--- src/rtl/posit_encode_sumval_es3_if.sv ---
// Bus bundle for the posit<32,3> sum-value encoder: serialized raw value in, packed posit out.
// start qualifies in1 for one cycle; done qualifies result for one cycle; there is no ready, so the
// producer may present a value every cycle and the consumer must take every done.
interface posit_encode_sumval_es3_if;
    logic        start;
    logic [41:0] in1;
    logic [31:0] result;
    logic        done;

    modport master (output start, output in1, input result, input done);
    modport slave  (input start, input in1, output result, output done);
endinterface

--- src/rtl/posit_encode_sumval_es3.sv ---
// Four-stage encoder: R0 capture, R1 regime build, R2 round-to-nearest-even, R3 sign/specials.
// Fixed latency of four registers, one value per cycle, no backpressure.
module posit_encode_sumval_es3 (
    input  logic                        clk,
    input  logic                        rst_n,
    posit_encode_sumval_es3_if.slave    bus
);
    // R0
    logic        v0_q, v0_d;
    logic [41:0] in0_q;

    // R1
    logic        v1_q, sgn1_q, inf1_q, zero1_q;
    logic [30:0] body1_q, body1_d;
    logic        guard1_q, guard1_d;
    logic        sticky1_q, sticky1_d;

    // R2
    logic        v2_q, sgn2_q, inf2_q, zero2_q;
    logic [30:0] body2_q, body2_d;

    // R3
    logic        done_q;
    logic [31:0] result_q, result_d;

    logic              sgn0, inf0, zero0;
    logic signed [8:0] scale0;
    logic [29:0]       frac0;
    logic              sat_hi, sat_lo, pos;
    logic [5:0]        k6, rl;
    logic [63:0]       base, fill, shifted;
    logic              inc;
    logic [30:0]       rounded;

    assign sgn0   = in0_q[41];
    assign scale0 = in0_q[40:32];
    assign frac0  = in0_q[31:2];
    assign inf0   = in0_q[1];
    assign zero0  = in0_q[0];

    // An unknown start falls into the else path and is not accepted.
    always_comb begin
        v0_d = 1'b0;
        if (bus.start) v0_d = 1'b1;
    end

    // k = scale >>> 3 keeps scale[8:3] as its low six bits; rl is the regime run length.
    // The regime is formed by shifting {terminator, e, frac} right with the run value as fill.
    always_comb begin
        sat_hi    = scale0 > 9'sd240;
        sat_lo    = scale0 < -9'sd240;
        k6        = scale0[8:3];
        pos       = ~k6[5];
        rl        = pos ? (k6 + 6'd1) : (6'd0 - k6);
        fill      = {64{pos}};
        base      = {~pos, scale0[2:0], frac0, 30'd0};
        shifted   = fill ^ ((base ^ fill) >> rl);
        body1_d   = shifted[63:33];
        guard1_d  = shifted[32];
        sticky1_d = |shifted[31:0];
        if (sat_hi) begin
            body1_d   = 31'h7FFF_FFFF;
            guard1_d  = 1'b0;
            sticky1_d = 1'b0;
        end else if (sat_lo) begin
            body1_d   = 31'd1;
            guard1_d  = 1'b0;
            sticky1_d = 1'b0;
        end
    end

    // Ties to even; an all-ones body never increments so maxpos cannot wrap into NaR.
    always_comb begin
        inc     = guard1_q & (sticky1_q | body1_q[0]);
        rounded = body1_q;
        if (inc && (body1_q != 31'h7FFF_FFFF)) rounded = body1_q + 31'd1;
        body2_d = (rounded == 31'd0) ? 31'd1 : rounded;
    end

    always_comb begin
        result_d = {1'b0, body2_q};
        if (inf2_q)       result_d = 32'h8000_0000;
        else if (zero2_q) result_d = 32'h0000_0000;
        else if (sgn2_q)  result_d = 32'd0 - {1'b0, body2_q};
    end

    always_ff @(posedge clk or negedge rst_n) begin
        if (!rst_n) begin
            v0_q      <= 1'b0;
            in0_q     <= '0;
            v1_q      <= 1'b0;
            sgn1_q    <= 1'b0;
            inf1_q    <= 1'b0;
            zero1_q   <= 1'b0;
            body1_q   <= '0;
            guard1_q  <= 1'b0;
            sticky1_q <= 1'b0;
            v2_q      <= 1'b0;
            sgn2_q    <= 1'b0;
            inf2_q    <= 1'b0;
            zero2_q   <= 1'b0;
            body2_q   <= '0;
            done_q    <= 1'b0;
            result_q  <= '0;
        end else begin
            v0_q      <= v0_d;
            in0_q     <= bus.in1;
            v1_q      <= v0_q;
            sgn1_q    <= sgn0;
            inf1_q    <= inf0;
            zero1_q   <= zero0;
            body1_q   <= body1_d;
            guard1_q  <= guard1_d;
            sticky1_q <= sticky1_d;
            v2_q      <= v1_q;
            sgn2_q    <= sgn1_q;
            inf2_q    <= inf1_q;
            zero2_q   <= zero1_q;
            body2_q   <= body2_d;
            done_q    <= v2_q;
            if (v2_q) result_q <= result_d;
        end
    end

    assign bus.result = result_q;
    assign bus.done   = done_q;
endmodule

--- src/flat_wrapper.sv ---
// flat-port wrapper written by rule: the top's interface ports become plain ports
module posit_encode_sumval_es3_flat 
  (clk, rst_n, bus_start, bus_in1, bus_result, bus_done);
  posit_encode_sumval_es3_if bus_i ();
  input  logic clk;
  input  logic rst_n;
  input wire logic [$bits(bus_i.start)-1:0] bus_start;
  input wire logic [$bits(bus_i.in1)-1:0] bus_in1;
  output wire logic [$bits(bus_i.result)-1:0] bus_result;
  output wire logic [$bits(bus_i.done)-1:0] bus_done;
  assign bus_i.start = bus_start;
  assign bus_i.in1 = bus_in1;
  assign bus_result = bus_i.result;
  assign bus_done = bus_i.done;
  posit_encode_sumval_es3 u_core (.clk(clk), .rst_n(rst_n), .bus(bus_i));
endmodule
--- config.mk ---
export PLATFORM = sky130hd
export DESIGN_NAME = posit_encode_sumval_es3_flat
export DESIGN_NICKNAME = d
export VERILOG_FILES = /design/src/rtl/posit_encode_sumval_es3_if.sv /design/src/rtl/posit_encode_sumval_es3.sv /design/src/flat_wrapper.sv
export SDC_FILE = /design/constraint.sdc
export NUM_CORES = 1
export LEC_CHECK = 0
export BUFFER_PORTS_ARGS = -buffer_cell sky130_fd_sc_hd__buf_2
export CAP_MARGIN = 5
export CORE_MARGIN = 2
export CORE_UTILIZATION = 40
export DETAILED_ROUTE_END_ITERATION = 8
export PLACE_DENSITY = 0.65
export RECOVER_POWER = 25
export SYNTH_ARGS = -nofsm -noshare
export SYNTH_HDL_FRONTEND = slang
export SYNTH_SLANG_ARGS = --single-unit
--- constraint.sdc ---
create_clock -name clk -period 3.84 [get_ports clk]
set_clock_uncertainty 0.1 [all_clocks]
set_input_delay 0.576 -clock clk [delete_from_list [all_inputs] [get_ports clk]]
set_output_delay 0.576 -clock clk [all_outputs]
set_load 0.03 [all_outputs]
==> results.md <==
- Congestion Overflow GR: 0
- Hold WS: around 140 ps
- Critical Path AT: 3900 ps
- GRT Total Usage: between 20% and 30%
- Post-Syn Area: a little over 10000 um^2
- Slew headroom: -86.9%
- RSZ-0062 raised after global routing: false
- EDFF count, synth: 0
- PortBufs: 77
- Diodes inserted: 0
- Via Count: 9214
- CORE AREA: about 25000 um^2
- Largest net degree at the start of global routing: approximately 120
- Count of cell types in the netlist: 78
- Post-CTS Hold Fix Bufs: 0
- Lkg Pwr: about 5.2 nW
- Crit. End Element: flop
- Worst vdd ir: between 0.0002 and 0.00025 V
- Die area: around 27000 um^2
- TritonCTS clock tree: done
- Setup violators final: 0
- Routed WL: ~30 mm
- Vias in the first global route: a little under 9000
- Max_cap viols: 1
- Critical path type: reg -> reg
- Tmin final: between 3000 and 4000 ps
- Power density cells: between 400 and 500 nW/um^2
- FMAX: between 200 and 300 MHz
- Area grow syn2layout: 17.5%
- Final ANT Viol Nets: 0
- Fillcell total: roughly 2300
- Initial antenna violation count: 0
- Final hold violation count: 0
- Crit start category: flop
- Starting Density: 40.9%
- Synth Flop Type: dfrtp_1
- Boundary Pins: approximately 80
- Ys Warns: 0
- Dpl ws: 159 ps
- First-pass GRT wire length: 47.7 mm
- CTS Sinks: between 100 and 150
- CTS buffer count: 17
- Final WS setup: about 130 ps
- Placed cells: 1512
- Data required time at the worst endpoint: approximately 4000 ps
- Setup_tns: 0 ps
- Yosys reg bits: ~150
- Count of final max-slew check failures: ~120
- Status: finished with violations
- Mean area per synthesized cell: 9.35 um^2
- H-tree levels: 4
- Clk buf depth: 2
- Layout cells sized above 1: 23.8%
- Post-synthesis net count: ~1200
- Fraction of registers with async set/reset: 100%
- Detailed router's first-iteration violation count: 933
- Violated checks: capacitance limit, slew limit
- Std-Cell Rows: 58
- Post-DP HPWL: 22.3 mm
- Final std cells w/o fill: 1546
- Die Span Y: roughly 160 um
- GPL Wtd Cong: roughly 1.0
- Chip width: 165 um
- Clock Tree Root: clkbuf_16
- Worst Tran Pin Value: approximately 2800 ps
- Via-to-Cell Ratio: 5.96
- Worst-path maximum fanout: 20
- Class of the worst hold path: in -> reg
- First-pass iteration count of the detailed router: 5
- Post-layout nets: ~1300
- Final period utilization: a little over nine tenths
- Layout Cell Area excl Fill: between 10000 and 15000 um^2
- Placed Area: between 10000 and 15000 um^2
- Seq/Total Area, Yosys: roughly 36%
- Routed wire length per instance: a little under 20 um
- Post-route DRC: 0
- Worst-skew pair later-pin latency: approximately 440 ps
- Clock-pin slew on the worst setup and hold paths: ~70 ps
- Post-Synthesis Cells: about 1100
==> registers in the layout, indices dropped and copies added (netlist names) <==
name and flops:
u_core.inf2_q 1, u_core.v2_q 1, u_core.sticky1_q 1, u_core.body2_q 31, u_core.sgn1_q 1, u_core.zero2_q 1
u_core.zero1_q 1, u_core.bus.done 1, u_core.v1_q 1, u_core.v0_q 1, u_core.inf1_q 1, u_core.bus.result 32
u_core.body1_q 31, u_core.in0_q 42, u_core.guard1_q 1, u_core.sgn2_q 1
==> per-layer routing <==
metal	global-route usage, %	wire length, um
met2	37.1	14100
met4	6.09	604
met5	0	0
met1	29.6	12900
met3	5.20	2250
==> synthesized netlist by cell type (6+ instances only) <==
cell type	count	area, um^2
o21a_1	6	45.0
a31oi_1	12	75.1
nand2b_1	10	62.6
nor3_1	34	170
o31ai_1	13	97.6
o22ai_1	36	225
buf_4	10	75.1
or4_1	6	45.0
xnor2_1	42	368
nor2_1	62	233
o21ai_0	77	385
buf_1	11	41.3
mux4_2	27	608
buf_2	16	80.1
and2_1	9	56.3
or2_2	7	43.8
nand4_1	23	144
nor4_1	13	81.3
clkbuf_1	37	139
xor2_1	37	324
dfrtp_1	148	3700
o211ai_1	12	90.1
a211oi_1	9	67.6
and3_1	8	50.1
nand3_1	25	125
or3_1	15	93.8
nand2_1	85	319
and4_1	7	61.3
mux2i_1	91	911
inv_1	47	176
mux2_2	34	383
a21oi_1	45	225
==> area by class of cell <==
type / instances / area, um^2 / area share [%]
Clock buffer: 17 / 425 / 3.49
Clock inverter: 15 / 163 / 1.34
Inverter: 47 / 176 / 1.45
Multi-Input combinational cell: 837 / 6220 / 51.1
Sequential cell: 148 / 3710 / 30.5
Tap cell: 330 / 413 / 3.39
Timing Repair Buffer: 152 / 1070 / 8.77
==> where the power goes <==
part	switching (mW)	leakage, nW	internal (mW)
registers	0.230	1.77	1.78
clock network	0.757	0.288	0.922
logic	1.05	3.11	0.770
total	2.03	5.17	3.47
==> metrics by stage <==
stage               power (mW)  utilization [%]
floorplan                 3.19                -
global placement          3.76             45.3
detailed placement        3.78             45.3
CTS                       5.47             47.6
global route              5.80             48.1
finish                    5.50             48.1
==> cells in the final DEF (no fill, tap or decap), drive strengths merged, types with 21 or more instances in the layout <==
master / netlist / layout
mux2i: 91 / 91
o22ai: 36 / 36
dfrtp: 148 / 148
nand4: 24 / 24
xnor2: 42 / 42
nor2: 65 / 65
nand3: 26 / 26
nor3: 35 / 35
nand2: 85 / 85
inv: 47 / 55
a21oi: 45 / 45
buf: 39 / 148
mux4: 27 / 27
xor2: 37 / 37
o21ai: 82 / 82
clkbuf: 37 / 21
mux2: 35 / 35
==> logic make-up (layout without fill, tap and decap cells) <==
kind of cell | after synthesis | count (layout) | synth area share, %
flops | 148 | 148 | 35.7
simple gates | 326 | 326 | 16.3
fa+ha+maj | 4 | 4 | 0.483
buf+inv | 123 | 231 | 5.16
xor+xnor | 79 | 79 | 6.68
compound gates | 275 | 275 | 17.2
mux | 153 | 153 | 18.5
==> critical path, cell delays in order (launching register included) <==
cell,delay (ps)
dfrtp_4,490
inv_1,100
ha_4,170
and2_1,200
o21a_2,260
nor2_4,180
buf_12,200
mux2_2,350
a222oi_1,560
nand3_1,150
a211o_1,280
mux2_2,250
o21ai_0,160
a31oi_1,100
==> worst paths after layout <==
check	from	endpoint	slack (ps)	cells after the start
worst max-delay path	u_core.in0_q[35]$_DFF_PN0_	u_core.sticky1_q$_DFF_PN0_	130	13
worst min-delay path	bus_in1[4]	u_core.in0_q[4]$_DFF_PN0_	140	1
worst max register to register	u_core.in0_q[35]$_DFF_PN0_	u_core.sticky1_q$_DFF_PN0_	130	13
worst min register to register	u_core.inf1_q$_DFF_PN0_	u_core.inf2_q$_DFF_PN0_	250	0
max in group asynchronous	rst_n	u_core.in0_q[35]$_DFF_PN0_	790	1
min in group asynchronous	rst_n	u_core.in0_q[40]$_DFF_PN0_	900	1
==> timing repair <==
action	4_1_cts	5_1_grt
endpoints found under the hold margin	0	0
buffers inserted	0	1
gates resized for setup	0	25
endpoints found under the setup margin	0	1
No activity file was read; power rests on OpenSTA's default activity.
